===== config.mk =====
export PLATFORM = sky130hd
export DESIGN_NAME = fpmul_share_arbiter
export DESIGN_NICKNAME = d
export VERILOG_FILES = /design/src/rtl/fpmul_share_arbiter.sv
export SDC_FILE = /design/constraint.sdc
export NUM_CORES = 1
export LEC_CHECK = 0
export CELL_PAD_IN_SITES_DETAIL_PLACEMENT = 2
export CELL_PAD_IN_SITES_GLOBAL_PLACEMENT = 2
export CORE_UTILIZATION = 30
export CTS_CLUSTER_DIAMETER = 150
export CTS_CLUSTER_SIZE = 14
export DETAILED_ROUTE_END_ITERATION = 7
export GPL_ROUTABILITY_DRIVEN = 0
export HOLD_SLACK_MARGIN = 0.06
export PLACE_DENSITY = 0.89
export SYNTH_ARGS = -nofsm -noshare
export SYNTH_HDL_FRONTEND = slang
export SYNTH_HIERARCHICAL = 1
export SYNTH_SLANG_ARGS = --single-unit

===== constraint.sdc =====
create_clock -name clk -period 8.05 [get_ports clk]
set_input_delay 2.0125 -clock clk [delete_from_list [all_inputs] [get_ports clk]]
set_output_delay 2.0125 -clock clk [all_outputs]
set_load 0.01 [all_outputs]

===== src/rtl/fpmul_share_arbiter.sv =====
// Round-robin front end sharing one fixed-latency, non-stallable FP multiplier between two requesters.
// Define FPMUL_ARB_STATS_EN to add saturating grant/stall counters as extra output ports.
module fpmul_share_arbiter_chk (
    input logic       clk,
    input logic       rst,
    input logic       i_push,
    input logic       i_full,
    input logic [1:0] i_grant
);
    a_no_overflow: assert property (@(posedge clk) disable iff (rst) !(i_push && i_full));
    a_grant_onehot: assert property (@(posedge clk) disable iff (rst) $onehot0(i_grant));
endmodule

module fpmul_share_arbiter #(
    parameter int LAT   = 4,
    parameter int DEPTH = 4,
    parameter int W     = 32
) (
    input  logic           clk,
    input  logic           rst,
    input  logic [2*W-1:0] req_a,
    input  logic [2*W-1:0] req_b,
    input  logic [1:0]     req_valid,
    output logic [1:0]     req_ready,
    output logic [W-1:0]   mul_a,
    output logic [W-1:0]   mul_b,
    input  logic [W-1:0]   mul_z,
    output logic [W-1:0]   z_data,
    output logic           z_tag,
    output logic           z_valid,
    input  logic           z_ready,
    output logic           busy
`ifdef FPMUL_ARB_STATS_EN
    ,
    output logic [31:0]    grant_cnt0,
    output logic [31:0]    grant_cnt1,
    output logic [31:0]    stall_cnt
`endif
);
    localparam int PW = (DEPTH > 1) ? $clog2(DEPTH) : 1;
    localparam int CW = $clog2(DEPTH) + 1;
    localparam logic [CW-1:0] DEPTH_C = CW'(DEPTH);
    localparam logic [CW-1:0] CNT_ONE = {{(CW-1){1'b0}}, 1'b1};
    localparam logic [PW-1:0] PTR_ONE = {{(PW-1){1'b0}}, 1'b1};

    logic [1:0]     w_grant;
    logic           w_credit;
    logic           w_issue;
    logic           w_gid;
    logic           w_push;
    logic           w_pop;

    logic           r_last;
    logic [LAT:0]   r_pipe_vld;
    logic [LAT:0]   r_pipe_tag;
    // Occupancy covers ops in flight plus results waiting in the FIFO; it is the credit budget.
    logic [CW-1:0]  r_occ;
    logic [CW-1:0]  r_cnt;
    logic [PW-1:0]  r_wr;
    logic [PW-1:0]  r_rd;
    logic [W-1:0]   r_mem [DEPTH];
    logic [DEPTH-1:0] r_mem_tag;

    assign w_credit = (r_occ < DEPTH_C);
    assign w_issue  = |w_grant;
    assign w_gid    = w_grant[1];
    assign w_push   = r_pipe_vld[LAT];
    assign w_pop    = z_valid & z_ready;

    // Round-robin grant: a lone requester wins, on a tie the one not served last wins.
    always_comb begin
        w_grant = 2'b00;
        if (w_credit && !rst) begin
            case (req_valid)
                2'b01:   w_grant = 2'b01;
                2'b10:   w_grant = 2'b10;
                2'b11:   w_grant = r_last ? 2'b01 : 2'b10;
                default: w_grant = 2'b00;
            endcase
        end else begin
            w_grant = 2'b00;
        end
    end

    // Operand registers feeding the multiplier and the round-robin pointer.
    always_ff @(posedge clk or posedge rst) begin
        if (rst) begin
            mul_a  <= {W{1'b0}};
            mul_b  <= {W{1'b0}};
            r_last <= 1'b1;
        end else if (w_issue) begin
            mul_a  <= w_gid ? req_a[W +: W] : req_a[0 +: W];
            mul_b  <= w_gid ? req_b[W +: W] : req_b[0 +: W];
            r_last <= w_gid;
        end
    end

    // Tag pipe: one stage for the operand register plus LAT multiplier stages.
    always_ff @(posedge clk or posedge rst) begin
        if (rst) begin
            r_pipe_vld <= {(LAT+1){1'b0}};
            r_pipe_tag <= {(LAT+1){1'b0}};
        end else begin
            r_pipe_vld <= {r_pipe_vld[LAT-1:0], w_issue};
            r_pipe_tag <= {r_pipe_tag[LAT-1:0], w_gid};
        end
    end

    // Credit accounting: an op holds a credit from issue until its result is popped.
    always_ff @(posedge clk or posedge rst) begin
        if (rst) begin
            r_occ <= {CW{1'b0}};
        end else begin
            case ({w_issue, w_pop})
                2'b10:   r_occ <= r_occ + CNT_ONE;
                2'b01:   r_occ <= r_occ - CNT_ONE;
                default: r_occ <= r_occ;
            endcase
        end
    end

    // Result FIFO with tagged entries.
    always_ff @(posedge clk or posedge rst) begin
        if (rst) begin
            for (int i = 0; i < DEPTH; i++) begin
                r_mem[i] <= {W{1'b0}};
            end
            r_mem_tag <= {DEPTH{1'b0}};
            r_wr      <= {PW{1'b0}};
            r_rd      <= {PW{1'b0}};
            r_cnt     <= {CW{1'b0}};
        end else begin
            if (w_push) begin
                r_mem[r_wr]     <= mul_z;
                r_mem_tag[r_wr] <= r_pipe_tag[LAT];
                r_wr            <= r_wr + PTR_ONE;
            end
            if (w_pop) begin
                r_rd <= r_rd + PTR_ONE;
            end
            case ({w_push, w_pop})
                2'b10:   r_cnt <= r_cnt + CNT_ONE;
                2'b01:   r_cnt <= r_cnt - CNT_ONE;
                default: r_cnt <= r_cnt;
            endcase
        end
    end

    assign req_ready = w_grant;
    assign z_data    = r_mem[r_rd];
    assign z_tag     = r_mem_tag[r_rd];
    assign z_valid   = (r_cnt != {CW{1'b0}});
    assign busy      = (r_occ != {CW{1'b0}});

`ifdef FPMUL_ARB_STATS_EN
    logic [31:0] r_gc0;
    logic [31:0] r_gc1;
    logic [31:0] r_sc;

    // Saturating handshake and stall counters.
    always_ff @(posedge clk or posedge rst) begin
        if (rst) begin
            r_gc0 <= 32'd0;
            r_gc1 <= 32'd0;
            r_sc  <= 32'd0;
        end else begin
            if (w_grant[0] && (r_gc0 != 32'hFFFF_FFFF)) begin
                r_gc0 <= r_gc0 + 32'd1;
            end
            if (w_grant[1] && (r_gc1 != 32'hFFFF_FFFF)) begin
                r_gc1 <= r_gc1 + 32'd1;
            end
            if ((|req_valid) && !w_issue && (r_sc != 32'hFFFF_FFFF)) begin
                r_sc <= r_sc + 32'd1;
            end
        end
    end

    assign grant_cnt0 = r_gc0;
    assign grant_cnt1 = r_gc1;
    assign stall_cnt  = r_sc;
`endif

    fpmul_share_arbiter_chk u_chk (
        .clk     (clk),
        .rst     (rst),
        .i_push  (w_push),
        .i_full  (r_cnt == DEPTH_C),
        .i_grant (w_grant)
    );
endmodule


### Yosys cells after proc, flatten, opt, wreduce, memory -nomap -nowiden

Index checks and enable logic that the tools add are counted.

| word-level totals | value |
|---|---|
| register bits after elaboration | 217 |
| output and inout port bits | 101 |
| input bits | 165 |
| logic and storage cells | 64 |

| cells by class | value |
|---|---|
| order comparisons | 7 |
| multiplexer cells | 18 |
| eq/ne operators | 7 |
| add/sub/neg operators | 6 |
| bitwise gates (word level) | 3 |
| reductions and logical operators | 9 |

Operators by type and width:

| operator | count |
|---|---|
| two-way mux 32 bit | 5 |
| bitwise mux 128 bit | 1 |
| binary-select mux 32 bit (select 2 bit) | 1 |
| demux 32 bit (select 2 bit) | 1 |
| case mux 3 bit (2 select lines) | 2 |
| equality test 2 bit, second input constant | 4 |
| adder 3 x 1 -> 3 bit, second input constant | 2 |
| equality test 2 x 1 -> 1 bit, second input constant | 3 |
| greater-or-equal comparator 3 bit, second input constant | 2 |
| less-than comparator 2 x 3 -> 1 bit, second input constant | 2 |
| NOT 2 -> 3 bit | 2 |
| case mux 2 bit (3 select lines) | 1 |
| nonzero test 3 bit | 2 |
| subtractor 3 x 1 -> 3 bit, second input constant | 2 |
| adder 2 x 1 -> 2 bit, second input constant | 2 |
| bitwise mux 4 bit | 1 |
| two-way mux 2 bit | 2 |
| nonzero test 2 bit | 2 |
| logical AND 1 bit | 3 |
| less-than comparator 3 x 1 -> 1 bit, second input constant | 1 |
| less-than comparator 3 bit, second input constant | 1 |
| binary-select mux 1 bit (select 2 bit) | 1 |
| demux 1 bit (select 2 bit) | 1 |
| greater-or-equal comparator 2 x 1 -> 1 bit, second input constant | 1 |
| other kinds (4) | 5 |

### Longest topological paths before layout

Gate-level depths: netlist (run 1).

| logic depth | value |
|---|---|
| depth after elaboration | 6 |
| mapped depth | 10 |

### Least setup slack after synthesis (run 1)

Ideal clock, no wire load.

| path | value |
|---|---|
| path type | input -> output |
| from | input rst |
| to | output req_ready[1] |
| data required time | 6.037 ns |
| stages | 4 |
| data arrival time | 2.662 ns |
| setup slack | 3.376 ns |
| buffers on the path | 2 |
| cells stage by stage | nor3b_2 and2_4 buf_6 buf_6 |

| on the way | value |
|---|---|
| cells in the longest elaborated chain, start to end | 3 |

Ends and longest elaborated chain:

| item | line | text |
|---|---|---|
| start, declared | 20 | `input logic rst,` |
| zero test 1 bit (no source line) | - |  |
| logical AND 1 bit | 73 | `if (w_credit && !rst) begin` |
| two-way mux 2 bit | 73 |  |
| end, declared | 24 | `output logic [1:0] req_ready,` |

Every way passes these cells.

### Worst setup path in the final report (run 1)

| path | value |
|---|---|
| from | input rst |
| to | output req_ready[0] |

The elaborated chain is that of the path after synthesis.

==> impl_metrics.json, run 1 <==
{
  "cts_resized": 0,
  "dpl-instance-area_mm2": 0.0132,
  "fp.dieW_um": 187,
  "cp.required_ns": 6.04,
  "fmax_ghz": 0.177,
  "cts_setup_buffers": 0,
  "cap_viol_max_count": 0,
  "cp_slowest_cell": "clkdlybuf4s50_1",
  "vias": 7257,
  "hold_viol_final": 0,
  "portBuffers": 265,
  "min_path_type": "reg2reg",
  "ys_seq_area_frac": 0.531,
  "slowest_delay_ns": 0.59,
  "final.min_clock_period_ns": 5.66,
  "drtAntennaViolNets": 0,
  "mappedNetlistArea_mm2": 0.0102,
  "coreArea_mm2": 0.0335,
  "design_area_mm2": 0.0137,
  "cts_buffers": 19,
  "dp_hpwl_um": 20800,
  "cts_tree": "built",
  "wirelength_um": 31400,
  "grt_pass1_vias": 8451,
  "drv_slew": 0,
  "ys_types": 30,
  "drt_iter0_drc": 143,
  "initial_core_util": 0.305,
  "htreeDepth": 1,
  "drc": 0,
  "routed_via_density": 5.03,
  "yosys_most_used_dff": "dfrtp_1",
  "grt_max_degree": 106,
  "grtUsageTotal": 0.181,
  "ys_warn_count": 6,
  "insertion_delay_ns": 0.50,
  "leakagePower_nw": 5.52,
  "power_density_mw_per_mm2": 383,
  "route.detailed.wl_per_inst_um": 21.7,
  "cts.sinks": 217,
  "synth-seq-cells": 217,
  "path_cells": "clkdlybuf4s50_1, nor2_2, nand2_1, a21oi_1, clkdlybuf4s50_1",
  "worstPathMaxFanout": 4,
  "status": "finished clean",
  "num-nets-final": 1160,
  "cts_root_buf": "clkbuf_16",
  "hold_buffers": 0,
  "ios": 266,
  "area_growth_pct": 34.0,
  "antenna_found_initial": 1,
  "whs_ns": 0.350,
  "clk_path_buf_depth": 3,
  "finalSetupViolCount": 0,
  "tightest_slew_ns": 1.08,
  "finClkSkew_ns": 0.00659,
  "dieArea_mm2": 0.0348,
  "clk_pin_slew_ns": 0.07,
  "drive_above_1_share": 0.261,
  "min_period_over_period": 0.703,
  "rsz0062_at_grt": "false",
  "tns_ns": 0,
  "syn-instance-count": 754,
  "num-fill-cells": 3353,
  "grt_overflow": 0,
  "vdd_ir_drop_max_mv": 0.148,
  "worst_slack_ns": 2.39,
  "row_count": 67,
  "arrival_ns": 3.65,
  "utilization": 0.408,
  "pre_cts_ws_ns": 2.37,
  "synth_nets": 927,
  "synth_area_per_cell_um2": 13.6,
  "cpMostUsedCell": "clkdlybuf4s50_1",
  "slew_headroom": 0.281,
  "die-height_um": 187,
  "crit_path_end_kind": "output pin",
  "critical_path_class": "in2out",
  "synth-edff-count": 0,
  "grt_first_pass_wirelength_um": 49700,
  "crit_path_start_kind": "input pin",
  "async_flop_share": 1.00,
  "dr.pass1.iters": 4
}
per-stage QoR:
stage	power, mW	std cells
after floorplan	3.28	754
after global placement	4.28	1414
after detailed placement	4.45	1414
after CTS	5.34	1441
after global routing	5.56	1442
final	5.24	1442
per-layer routing:
layer	track usage	share of wire	wire length, um
met3	0.0656	0.085	2680
met4	0.0498	0.025	797
met2	0.317	0.50	15800
met1	0.208	0.39	12100
met5	0	0	0
path summary, 6_finish.rpt:
| kind | from | endpoint | slack, ns | depth (start not counted) |
|---|---|---|---|---|
| min in group asynchronous | rst | mul_b[2] | 2.17 | 2 |
| worst min-delay path | r_pipe_tag[0] | r_pipe_tag[1] | 0.35 | 0 |
| worst max register to register | r_occ[2] | r_occ[2] | 5.33 | 9 |
| worst max-delay path | rst | req_ready[0] | 2.39 | 5 |
| max in group asynchronous | rst | r_mem[86] | 4.50 | 3 |
| worst min register to register | r_pipe_tag[0] | r_pipe_tag[1] | 0.35 | 0 |
registers in the layout (all words and copies together), names as in the netlist:
name	count
r_pipe_tag	5
r_rd	2
mul_a	32
r_pipe_vld	5
r_mem_tag	4
r_wr	2
r_cnt	3
r_last	1
r_occ	3
r_mem	128
mul_b	32
cell families (layout without fill, tap and decap cells):
logic type,count (synthesis),after routing,share of synthesized area
compound gates,134,134,0.126
simple gates,82,82,0.0403
fa+ha+maj,8,8,0.0113
flops,217,217,0.531
xor+xnor,9,9,0.00771
mux,166,166,0.219
other cells,0,1,0
buf+inv,138,377,0.0643
Yosys cell counts (all sizes together), types with 3 or more instances:
cell | instances | area, um^2
xnor2 | 3 | 26.3
inv | 76 | 285
buf | 46 | 312
nor2 | 4 | 17.5
ha | 6 | 75.1
xor2 | 6 | 52.6
dfrtp | 216 | 5410
mux4 | 33 | 743
clkbuf | 16 | 60.1
o311ai | 64 | 928
nand2 | 9 | 33.8
mux2 | 132 | 1490
o21ai | 67 | 335
nand3 | 64 | 320
placed cells by master, fill, tap and decap left out, drive strengths merged:
cell type,Yosys,final
a21oi,1,1
and2,1,1
buf,46,9
clkbuf,16,25
clkdlybuf4s50,0,265
dfrtp,216,216
dfstp,1,1
diode,0,1
fa,2,2
ha,6,6
inv,76,78
mux2,132,132
mux2i,1,1
mux4,33,33
nand2,9,9
nand3,64,64
nor2,4,4
nor3b,1,1
o21ai,67,67
o22a,1,1
o311ai,64,64
o31a,1,1
or2,1,1
or3,2,2
xnor2,3,3
xor2,6,6
worst max-delay path: cells and delay by family:
family	cells	cell delay (ns)
AND/OR/NAND/NOR	2	0.33
buffers and inverters	2	1.15
AO/OA/AOI/OAI	1	0.15
report_power, final:
part	switching, mW	total (mW)	internal [mW]
logic	0.997	2.41	1.41
clock network	0.410	0.844	0.434
registers	0.351	1.99	1.64
total	1.76	5.24	3.48
layout make-up:
type	instances	area, um^2	area share
Timing Repair Buffer	274	2720	0.199
Multi-Input combinational cell	399	4170	0.304
Antenna cell	1	2.50	0.000183
Sequential cell	217	5430	0.397
Tap cell	448	561	0.0409
Clock inverter	2	17.5	0.00128
Inverter	76	293	0.0214
Clock buffer	25	498	0.0364
Note: power is estimated with default switching activity, not from simulation.
==> run 2, diff against run 1 <==
==> constraint.sdc (replaced) <==
create_clock -name clk -period 5.2 [get_ports clk]
set_input_delay 1.3 -clock clk [delete_from_list [all_inputs] [get_ports clk]]
set_output_delay 1.3 -clock clk [all_outputs]
set_load 0.01 [all_outputs]
==> run 2 against run 1 <==
Sequential share of layout area decreased by 0.21 points; clock-buffer cell count increased by 1; via count about the same; flip-flop and latch count unchanged; highest routed layer unchanged; global-route usage increased by 0.072 points; largest power group unchanged; critical path depth decreased by 1.
==> impl_metrics.json, run 2 (synthesis gave the netlist of run 1 again) <==
{
  "status": "finished clean",
  "coreArea_mm2": 0.0335,
  "min_path_type": "reg2reg",
  "rsz0062_at_grt": "false",
  "largest_reg_flops": 128,
  "largest_register": "r_mem",
  "dp_hpwl_um": 21300,
  "clk_path_buf_depth": 3,
  "grt_overflow": 0,
  "crit_path_start_kind": "input pin",
  "htreeDepth": 1,
  "die-height_um": 187,
  "slew_headroom": 0.309,
  "antenna_found_initial": 2,
  "drive_above_1_share": 0.261,
  "clk_pin_slew_ns": 0.07,
  "final_common_cell": "clkdlybuf4s50_1",
  "cts_root_buf": "clkbuf_16",
  "final_cell_mix": "265 x clkdlybuf4s50_1, 215 x dfrtp_1, 132 x mux2_2",
  "vias": 7252,
  "grt_first_pass_wirelength_um": 50100,
  "wirelength_um": 31200,
  "critical_path_class": "in2out",
  "dieArea_mm2": 0.0348,
  "finClkSkew_ns": 0.0227,
  "crit_path_end_kind": "output pin",
  "cts.sinks": 217,
  "routed_via_density": 5.00,
  "row_count": 67,
  "ios": 266,
  "cpMostUsedCell": "clkdlybuf4s50_1",
  "num-fill-cells": 3360,
  "finalSetupViolCount": 0,
  "portBuffers": 265,
  "dp.cells": 1421,
  "drtAntennaViolNets": 0,
  "cp.required_ns": 3.90,
  "path_cells": "clkdlybuf4s50_1, nor3b_4, and2_4, clkdlybuf4s50_1",
  "grt_pass1_vias": 8643,
  "arrival_ns": 3.03,
  "power_density_mw_per_mm2": 591,
  "dr.pass1.iters": 4,
  "cap_viol_max_count": 0,
  "drt_iter0_drc": 129,
  "cts_resized": 0,
  "grt_max_degree": 140,
  "reg_top3": "r_mem x128, mul_a x32, mul_b x32",
  "min_period_over_period": 0.832,
  "num-nets-final": 1167,
  "cts_buffers": 19,
  "tns_ns": 0,
  "cp_slowest_cell": "clkdlybuf4s50_1",
  "hold_viol_final": 0,
  "vdd_ir_drop_max_mv": 0.216,
  "drv_slew": 0,
  "leakagePower_nw": 5.55,
  "fmax_ghz": 0.231,
  "worstPathMaxFanout": 10,
  "route.detailed.wl_per_inst_um": 21.5,
  "path_buf_inv": 2,
  "initial_core_util": 0.305,
  "fp.dieW_um": 187,
  "cts_setup_buffers": 0,
  "cp_top_family": "buffers and inverters",
  "grtUsageTotal": 0.182,
  "area_growth_pct": 34.7,
  "tightest_slew_ns": 1.04,
  "final.min_clock_period_ns": 4.33,
  "drc": 0,
  "hold_buffers": 0,
  "insertion_delay_ns": 0.50,
  "cts_tree": "built",
  "slowest_delay_ns": 0.62,
  "final_cells": 1451
}
==> run 2: cell types whose count changed in the layout (fill, tap and decap cells not counted), moves of 2 or more <==
| cell | before | now |
|---|---|---|
| buf_12 | 0 | 2 |
| nand2_2 | 5 | 1 |
| buf_4 | 9 | 14 |
| nand2_1 | 4 | 8 |
==> run 2: through the flow <==
step	setup WS, ns	util	instance area, um^2	power (mW)	hold WS, ns
2_1_floorplan	1.07	-	10200	5.08	0.331
3_3_place_gp	0.914	0.395	13200	6.63	0.332
3_5_place_dp	0.868	0.395	13200	6.90	0.336
4_1_cts	0.864	0.410	13800	8.27	0.352
5_1_grt	0.809	0.410	13800	8.64	0.354
6_report	0.873	0.410	13800	8.13	0.349
==> run 2: final cells by class <==
| type | instances | area, um^2 | area share |
|---|---|---|---|
| inverter | 76 | 289 | 0.0210 |
| clock buffer | 26 | 502 | 0.0365 |
| tap | 448 | 561 | 0.0407 |
| sequential | 217 | 5430 | 0.395 |
| timing repair buffer | 281 | 2800 | 0.203 |
| antenna | 2 | 5.00 | 0.000364 |
| clock inverter | 2 | 17.5 | 0.00127 |
| multi-input combinational | 399 | 4160 | 0.302 |
==> run 2: final timing paths <==
path | startpoint | to | slack [ns] | cells past startpoint
worst max-delay path | req_valid[1] | req_ready[1] | 0.87 | 4
worst min-delay path | r_pipe_tag[1] | r_pipe_tag[2] | 0.35 | 0
worst max register to register | r_occ[2] | mul_a[20] | 2.95 | 4
worst min register to register | r_pipe_tag[1] | r_pipe_tag[2] | 0.35 | 0
max in group asynchronous | rst | r_mem[123] | 3.04 | 3
min in group asynchronous | rst | mul_b[7] | 1.43 | 3
==> run 2: routing by layer <==
metal	GRT usage	share of wire	vias to the layer above
met5	0	0	-
met4	0.0460	0.019	0
met3	0.0604	0.079	37
met2	0.328	0.52	227
met1	0.206	0.38	3777
li1	-	-	3211
==> run 2: report_power, final <==
| part | leakage [nW] | internal (mW) | switching (mW) |
|---|---|---|---|
| Clock | 0.251 | 0.675 | 0.633 |
| Sequential | 2.58 | 2.53 | 0.541 |
| Combinational | 2.72 | 2.20 | 1.55 |
| Total | 5.55 | 5.40 | 2.73 |
